===== src/rtl/seg_pkg.sv =====
// seg_pkg: shared types and constants for the seven-segment display blocks
package seg_pkg;
    typedef enum logic {BLANK, SHOW} scan_state_t;
    localparam logic [6:0] SEG_BLANK  = 7'h7F;
    localparam logic [4:0] CODE_BLANK = 5'h10;
    localparam logic [6:0] HEX_SEG [16] = '{
        7'b0000001, 7'b1001111, 7'b0010010, 7'b0000110,
        7'b1001100, 7'b0100100, 7'b0100000, 7'b0001111,
        7'b0000000, 7'b0000100, 7'b0001000, 7'b1100000,
        7'b0110001, 7'b1000010, 7'b0110000, 7'b0111000
    };
endpackage


===== src/rtl/seg_hex_decode.sv =====
// seg_hex_decode: 5-bit digit code to active-low a..g segments; bit4 set means blank
module seg_hex_decode
    import seg_pkg::*;
(
    input  logic [4:0] code,
    output logic [6:0] seg
);
    assign seg = code[4] ? SEG_BLANK : HEX_SEG[code[3:0]];
endmodule


===== src/rtl/seg_scan_ctrl.sv =====
// seg_scan_ctrl: multiplexed seven-segment scanner with blanking gap and paced step tick
module seg_scan_ctrl
    import seg_pkg::*;
#(
    parameter int DIGITS    = 4,
    parameter int SCAN_DIV  = 20000,
    parameter int BLANK_CYC = 100,
    parameter int STEP_DIV  = 20000000
) (
    input  logic              clk,
    input  logic              rst_n,
    input  logic              wr_en,
    input  logic [2:0]        wr_idx,
    input  logic [4:0]        wr_code,
    input  logic              step_en,
    output logic [6:0]        seg,
    output logic [DIGITS-1:0] an,
    output logic              step_tick
);
    localparam int IW = $clog2(DIGITS);
    localparam int CW = $clog2(SCAN_DIV);
    localparam int SW = $clog2(STEP_DIV);

    logic [4:0]        regs [DIGITS];
    scan_state_t       state, state_nxt;
    logic [CW-1:0]     cnt, cnt_nxt;
    logic [IW-1:0]     idx, idx_nxt;
    logic [SW-1:0]     step_cnt;
    logic [6:0]        dec_seg, seg_nxt;
    logic [DIGITS-1:0] an_nxt;

    seg_hex_decode u_dec (
        .code(regs[idx]),
        .seg (dec_seg)
    );

    // Digit register file; out-of-range indices are dropped
    always_ff @(posedge clk) begin
        if (!rst_n) begin
            for (int i = 0; i < DIGITS; i++) regs[i] <= CODE_BLANK;
        end else if (wr_en && int'(wr_idx) < DIGITS) begin
            regs[wr_idx[IW-1:0]] <= wr_code;
        end
    end

    // Slot sequencing: blank gap first, then show, then advance to the next digit
    always_comb begin
        state_nxt = state;
        cnt_nxt   = cnt + 1'b1;
        idx_nxt   = idx;
        if (state == SHOW && cnt == CW'(SCAN_DIV - 1)) begin
            cnt_nxt   = '0;
            state_nxt = BLANK;
            idx_nxt   = (idx == IW'(DIGITS - 1)) ? '0 : idx + 1'b1;
        end else if (state == BLANK && cnt == CW'(BLANK_CYC - 1)) begin
            state_nxt = SHOW;
        end
        an_nxt  = (state == SHOW) ? ~(DIGITS'(1) << idx) : '1;
        seg_nxt = (state == SHOW) ? dec_seg : SEG_BLANK;
    end

    // Scan state and registered display outputs
    always_ff @(posedge clk) begin
        if (!rst_n) begin
            state <= BLANK;
            cnt   <= '0;
            idx   <= '0;
            an    <= '1;
            seg   <= SEG_BLANK;
        end else begin
            state <= state_nxt;
            cnt   <= cnt_nxt;
            idx   <= idx_nxt;
            an    <= an_nxt;
            seg   <= seg_nxt;
        end
    end

    // Step pacing: counter only advances while enabled, tick fires after the terminal count
    always_ff @(posedge clk) begin
        if (!rst_n) begin
            step_cnt  <= '0;
            step_tick <= 1'b0;
        end else begin
            step_tick <= step_en && step_cnt == SW'(STEP_DIV - 1);
            if (step_en) step_cnt <= (step_cnt == SW'(STEP_DIV - 1)) ? '0 : step_cnt + 1'b1;
        end
    end
endmodule

===== config.mk =====
export PLATFORM = sky130hd
export DESIGN_NAME = seg_scan_ctrl
export DESIGN_NICKNAME = d
export VERILOG_FILES = /design/src/rtl/seg_pkg.sv /design/src/rtl/seg_hex_decode.sv /design/src/rtl/seg_scan_ctrl.sv
export SDC_FILE = /design/constraint.sdc
export NUM_CORES = 1
export LEC_CHECK = 0
export BUFFER_PORTS_ARGS = -buffer_cell sky130_fd_sc_hd__buf_2
export CORE_MARGIN = 10
export CORE_UTILIZATION = 50
export CTS_CLUSTER_DIAMETER = 200
export DETAILED_ROUTE_END_ITERATION = 7
export PLACE_DENSITY = 0.72
export SETUP_SLACK_MARGIN = 0.02
export SLEW_MARGIN = 30
export SYNTH_ARGS = -nofsm -noshare
export SYNTH_HDL_FRONTEND = slang
export SYNTH_SLANG_ARGS = --single-unit
export TNS_END_PERCENT = 5

===== constraint.sdc =====
create_clock -name clk -period 2.65 [get_ports clk]
set_input_delay 0.265 -clock clk [delete_from_list [all_inputs] [get_ports clk]]
set_output_delay 0.265 -clock clk [all_outputs]
set_load 0.01 [all_outputs]

==> results.toml <==
[sta]
relSlewSlack_pct = 61.99
fmax_mhz = 434.9
min_period_over_period_pct = 86.76
skew_ns = 0.01191
rsz0062_at_grt = "false"
hold_viol = 0
setup-violations-final = 0
worst_slew_pin_slew_ns = 0.5690
min_period_ns = 2.299
final_max_slew_viol_count = 0
setup_tns_ns = 0
finalWorstSetupSlack_ns = 0.3508

[synth]
ys_ff_latch = 77
synth-simple-area-share_pct = 26.17
synth_area_um2 = 3542
avgSynthCellArea_um2 = 10.18
synth-async-reset-ratio_pct = 0
ys_seq_area_share_pct = 49.17
ys_types = 46
synth_edf_count = 20
synth_top_area_cell = "dfxtp_1"
synthMuxAreaShare_pct = 4.309
syn-num-nets = 372
synth_top_family_by_area = "simple AND/OR/NAND/NOR gates"
synth-xor-area-share_pct = 5.934
ys.flop_type = "dfxtp_1"
synth_top_area_share_pct = 32.21
synth_compound_area_share_pct = 7.489
yosys_warnings = 0
syn_inst = 348
synth.area.top_cells = "dfxtp_1, edfxtp_1, ha_1, xor2_1, nor2_1"
yosys.area_share.adder_pct = 4.239

[placement]
portBuffers = 23
pre_cts_ws_ns = 0.4268
place_area_um2 = 3731
hpwlAfterDp_um = 4987
gp_congestion = 0.8387

[setup_path]
worstPathBufferInverterCount = 0
endpoint_kind = "flop"
crit_type = "reg2reg"
critPathArrivalTime_ns = 2.51
critPathTopFamily = "multiplexers"
critPathLaunchType = "flop"
slowest_stage = "mux4_2"
slowest_delay_ns = 0.61
crit_required_ns = 2.86
worst-path-max-fanout = 5
crit_chain = "mux4_2 -> ha_1 -> or2_0 -> a2111oi_0 -> a31oi_1"

[floorplan]
dieArea_um2 = 10850
ios = 24
core.rowCount = 30
fp.dieW_um = 104.2
coreArea_um2 = 6832
start_util_pct = 51.85
die_h_um = 104.2

[route]
drt_iter0_drc = 85
wire_per_inst_um = 14.62
drt_drc_violations_left = 0
drtAntennaViolNets = 0
vias = 2616
via_per_inst = 5.542
dr.pass1.iters = 5
wl_um = 6902

[finish]
final_common_cell = "dfxtp_1"
syn2layout_area_growth_pct = 11.83
mostFrequentLayoutCells = "dfxtp_1, nor2_1, buf_2"
nets = 395
design_area_um2 = 3961
drive_gt1_share_pct = 14.36
antennaDiodeCount = 0

[global_route]
antenna_found_initial = 0
grt_pass1_wl_um = 11870
grt_start_max_net_pins = 15
grtUsageTotal_pct = 12.90
grt-ovfl-total = 0
grt_pass1_vias = 2513

[clock_network]
clock_sinks = 77
cts_tree = "yes"
numCtsBuffers = 9
cts.htree.levels = 3
insertion_delay_ns = 0.35
post_cts_buffers = 0
holdBufCountCts = 0
cts.clk_slew.worst_paths_ns = 0.08
clockRootBuffer = "clkbuf_8"
post_cts_resize_count = 0
cts_buffer_depth = 2

[run_status]
status = "complete, no violations"

[pwr]
powerDensity_nw_per_um2 = 589.4
vdd_drop_max_mv = 0.3063
p_leak_nw = 1.389

[hold_path]
hold_path_class = "in2reg"

[job]
maxCapViolCount = 0
[routing by layer]
metal	share of wire, %	vias to the layer above	global-route usage [%]
met5	0	-	0
met4	0.74	0	5.765
met3	4.2	4	3.779
met2	47	38	19.91
met1	48	1250	16.28
li1	-	1324	-
[cell families (layout without fill, tap and decap cells)]
group,Yosys count,after routing
xor+xnor,24,24
mux,9,9
fa+ha+maj,12,12
flops,77,77
compound gates,43,43
simple gates,162,162
buf+inv,21,49
[worst paths after layout]
path / slack, ns / to / startpoint / depth (start not counted)
worst max-delay path: 0.35 / seg[3] / flop / 5
worst min-delay path: 0.22 / regs[0][4] / wr_code[4] / 2
worst min register to register: 0.47 / cnt[0] / cnt[0] / 1
worst max register to register: 0.35 / seg[3] / flop / 5
[layout make-up]
type / instances / area (µm²)
clock inverters: 4 / 52.55
inverters: 7 / 26.28
repair buffers: 26 / 137.6
multi-input cells: 250 / 1705
clock buffers: 12 / 177.7
well taps: 96 / 120.1
flip-flops and latches: 77 / 1742
fillers: 606 / 2870
[report_power, final]
part / switching (mW) / internal [mW]
clock network: 0.429 / 0.552
logic: 0.0656 / 0.0417
registers: 0.0149 / 1.23
total: 0.509 / 1.83
[state kept, by name, summed over array words and instances (netlist names), named ones only]
| name | flops |
|---|---|
| seg | 7 |
| regs | 20 |
| an | 4 |
| step_cnt | 25 |
| state | 1 |
| cnt | 15 |
| idx | 2 |
| step_tick | 1 |
[through the flow]
| step | utilization, % | cells | hold slack (ns) | power (mW) |
|---|---|---|---|---|
| 3_3_place_gp | 54.62 | 456 | 0.4457 | 1.377 |
| 3_5_place_dp | 54.62 | 456 | 0.4568 | 1.381 |
| 2_1_floorplan | - | 348 | 0.4260 | 1.343 |
| 5_1_grt | 57.99 | 472 | 0.2204 | 2.427 |
| 4_1_cts | 57.99 | 472 | 0.2148 | 2.353 |
| 6_report | 57.99 | 472 | 0.2225 | 2.335 |
[Yosys cell counts (2+ instances only)]
cell type and count:
nor3_1 3, nor4b_1 3, xnor2_1 9, nor3b_1 3, mux4_2 5, nand4_1 13, xor2_1 15, nor4_1 6
nor4bb_1 2, edfxtp_1 20, nand2b_1 8, mux2i_1 4, o21ai_0 10, ha_1 12, and2_1 17, buf_2 4
inv_1 7, or2_2 2, o211ai_1 2, a21oi_2 2, dfxtp_1 57, clkbuf_1 8, nor2_1 32, or3_1 10
and4_1 8, or4_1 3, o221ai_1 4, o31ai_1 5, and3_1 5, nand3_1 17, a21oi_1 16, nand2_1 21
or4_4 2
No activity file was read; power rests on OpenSTA's default activity.
